## src/rtl/reg_write_bank.sv

```systemverilog
// reg_write_bank: 32x32 register file storage, write port, and last-write bypass record
module reg_write_bank #(
  parameter int DATA_W = 32,
  parameter int NREGS  = 32
) (
  input  logic                    clock,
  input  logic                    ctrl_reset,
  input  logic                    ctrl_writeEnable,
  input  logic [4:0]              ctrl_writeReg,
  input  logic [DATA_W-1:0]       data_writeReg,
  output logic [DATA_W*NREGS-1:0] q,
  output logic [NREGS-1:0]        reg_valid,
  output logic                    last_wr_valid,
  output logic [4:0]              last_wr_reg,
  output logic [DATA_W-1:0]       last_wr_data
);
  logic [NREGS-1:1][DATA_W-1:0] regs_q, regs_d;
  logic [NREGS-1:1]             valid_q, valid_d;
  logic                         lwv_q, lwv_d;
  logic [4:0]                   lwr_q, lwr_d;
  logic [DATA_W-1:0]            lwd_q, lwd_d;
  logic                         acc;
  always_comb begin
    acc = ctrl_writeEnable && (ctrl_writeReg != 5'd0);
    regs_d = regs_q;
    valid_d = valid_q;
    for (int i = 1; i < NREGS; i++) begin
      regs_d[i] = (acc && ctrl_writeReg == 5'(i)) ? data_writeReg : regs_q[i];
      valid_d[i] = valid_q[i] | (acc && ctrl_writeReg == 5'(i));
    end
    lwv_d = acc;
    lwr_d = acc ? ctrl_writeReg : lwr_q;
    lwd_d = acc ? data_writeReg : lwd_q;
  end
  always_ff @(posedge clock) begin
    if (ctrl_reset) begin
      regs_q <= '0;
      valid_q <= '0;
      lwv_q <= 1'b0;
      lwr_q <= '0;
      lwd_q <= '0;
    end else begin
      regs_q <= regs_d;
      valid_q <= valid_d;
      lwv_q <= lwv_d;
      lwr_q <= lwr_d;
      lwd_q <= lwd_d;
    end
  end
  assign q = {regs_q, {DATA_W{1'b0}}};
  assign reg_valid = {valid_q, 1'b1};
  assign last_wr_valid = lwv_q;
  assign last_wr_reg = lwr_q;
  assign last_wr_data = lwd_q;
endmodule

```

## config.mk

```make
export PLATFORM = sky130hd
export DESIGN_NAME = reg_write_bank
export DESIGN_NICKNAME = d
export VERILOG_FILES = /design/src/rtl/reg_write_bank.sv
export SDC_FILE = /design/constraint.sdc
export NUM_CORES = 2
export LEC_CHECK = 0
export CORE_AREA = 2 2 444 446
export DETAILED_ROUTE_END_ITERATION = 8
export DIE_AREA = 0 0 446 448
export SLEW_MARGIN = 20
export SYNTH_ARGS = -nofsm -noshare
export SYNTH_HDL_FRONTEND = slang
export SYNTH_SLANG_ARGS = --single-unit
export TNS_END_PERCENT = 10
```

## constraint.sdc

```tcl
create_clock -name clock -period 1.5 [get_ports clock]
set_input_delay 0.3 -clock clock [delete_from_list [all_inputs] [get_ports clock]]
set_output_delay 0.3 -clock clock [all_outputs]
set_load 0.03 [all_outputs]
```

==> results.cfg <==
[status]
status = finished, violations left
failed_checks = negative setup slack

[routing]
wl_per_cell_um = 23.56
dr.pass1.iters = 5
drtIter0Drc = 1804
vias_per_cell = 4.258
drt_wl_total_um = 178500
antenna_left = 0
drcViolationCount = 0
num_vias = 32266

[synth]
netlist_area_um2 = 38720
synthCells = 3763
yosysTopAreaCellShare_pct = 54.86
ys_top_cells_by_count = nand2_1 (1085), dfxtp_1 (1061), mux2i_1 (992), clkbuf_1 (223), buf_4 (84)
yosys_warnings = 0
syn_area_per_cell_um2 = 10.29
ys.flop_type = dfxtp_1
synth_edf_count = 0
netlist_top_cells_area = dfxtp_1 (55%), mux2i_1 (26%), nand2_1 (11%)
ys_async_sr_fraction_pct = 0
yosysMostFrequentCell = nand2_1
ys_types = 31
synth-seq-cells = 1061
seq_area_frac_synth_pct = 54.86
synth_area_leader_cell = dfxtp_1

[timing]
hold_viol_final = 0
setup_slack_ns = -0.1975
fin_crit_ns = 1.697
setup_viol = 1210
max_freq_ghz = 0.5891
timing.final.crit_share_pct = 113.2
rsz0062_at_grt = yes
worst_hold_slack_ns = 0.08228
worst_pin_slew_ns = 0.5437
slew_headroom_pct = 63.56
slew_viol_final = 0
fin_worst_skew_ns = 0

[worst_hold_path]
hp-start = ctrl_reset
worstHoldEndpoint = last_wr_data[15]
holdPathStages = 3
holdCritPathClass = input pin to flip-flop

[setup_path]
worstPathCellList = buf_12
r2r.worst_path.cells = 4
r2r-start = last_wr_data[24]
r2r_setup_slack_ns = 0.45
critPathBufInv = 1
worstSetupEndpointType = primary output
crit_slowest_cell = dfxtp_1
cp.arrival_ns = 1.40
required_ns = 1.20
path_class = flip-flop to primary output
cpLargestDelayFamily = flip-flops
startpoint = last_wr_data[8]
max_stage_delay_ns = 0.46
cp_max_fo = 3
r2r-end = last_wr_data[24]
start_kind = flip-flop
cp.depth = 1

[floorplanning]
num_rows = 162
die_w_um = 446
io-pin-count = 1134
die_h_um = 448
initial_core_util_pct = 19.90
coreArea_um2 = 194600
die-area_um2 = 199800

[flow_run]
cap_violations = 0

[placed_design]
dp_slack_ns = -0.9588
port_buffers = 1100
gp_congestion = 0.7901
dpl.hpwl_um = 127300

[clock_network]
clkTransAtPathRegs_ns = 0.06
ctsLongestPathBuffers = 3
cts_buffers = 114
cts.sinks = 1061
cts_root_buf = clkbuf_16
htreeDepth = 3
cts_tree = built
clk_latency_ns = 0.76

[power_and_ir_drop]
p_leak_nw = 29.88
vdd_drop_max_v = 0.001028
power_density_nw_per_um2 = 1089

[layout]
drive_above_1_share_pct = 38.71
layout.nets = 4978
fillers = 20228
area_growth_pct = 50.31
largest_register_ff_count = 992

[grt]
grt_pass1_wl_um = 242100
grt_pass1_vias = 31733
grtUsageTotal_pct = 16.91
grt_max_degree = 76
antenna_found_initial = 13
grt.overflow.total = 0
-- metrics by stage --
stage	cell area [µm²]	instances	power (mW)	util [%]	setup TNS [ns]
finish	58200	7577	63.39	29.91	-92.63
global route	58200	7576	65.39	29.91	-182.05
CTS	58270	7536	64.06	29.95	-214.56
detailed placement	55190	7313	34.41	28.36	-732.42
global placement	55190	7313	34.36	28.36	-711.23
floorplan	38840	3794	31.47	-	0
-- worst max-delay path by stage --
| stage | end | slack, ns |
|---|---|---|
| global placement | q[844] | -0.94 |
| finish | last_wr_data[8] | -0.20 |
| detailed placement | q[847] | -0.96 |
| global route | q[315] | -0.24 |
| floorplan | q[545] | 0.04 |
| CTS | q[315] | -0.27 |
-- cells by family after synthesis --
family	Yosys count	share of synthesized area [%]
simple gates	1200	12.39
flops	1061	54.86
mux	992	25.64
buf+inv	403	5.041
compound gates	105	2.052
other cells	2	0.01940
-- layout by cell type (no fill, tap or decap), types with 33 or more instances in the layout --
cell type and count:
buf_12 186, buf_2 454, buf_4 334, buf_6 290, clkbuf_16 114, clkdlybuf4s15_2 122, clkdlybuf4s50_1 37, conb_1 33
dfxtp_1 765, dfxtp_2 293, mux2i_1 992, nand2_1 1026, nand2_2 57
-- final cells by class --
cell class | count | area (µm²) | area share [%]
multi-input cells | 2330 | 15850 | 27.23
flip-flops and latches | 1061 | 21620 | 37.14
well taps | 2542 | 3181 | 5.465
repair buffers | 1427 | 13560 | 23.30
clock inverters | 45 | 628.1 | 1.079
diodes | 5 | 12.51 | 0.02150
inverters | 4 | 22.52 | 0.03870
clock buffers | 163 | 3327 | 5.716
-- layer usage --
metal / part of all wire, % / track usage, % / up-vias
met2: 51 / 30.33 / 1098
met4: 4.2 / 7.210 / 0
met3: 6.7 / 4.325 / 289
met1: 38 / 18.85 / 16052
met5: 0 / 0 / -
li1: - / - / 14827
-- report_power, final --
group          switching [mW]  total, mW  internal (mW)
Sequential              0.240       28.7           28.5
Clock                    12.4       29.7           17.3
Combinational            3.29       4.94           1.65
-- repair_timing --
action                     in CTS  in global routing
resized for setup            4046               1104
setup endpoints to repair    1159               1361
hold endpoints to repair        0                  0
hold buffers                    0                  0
buffers inserted               15                 36
No activity file was read; power rests on OpenSTA's default activity.
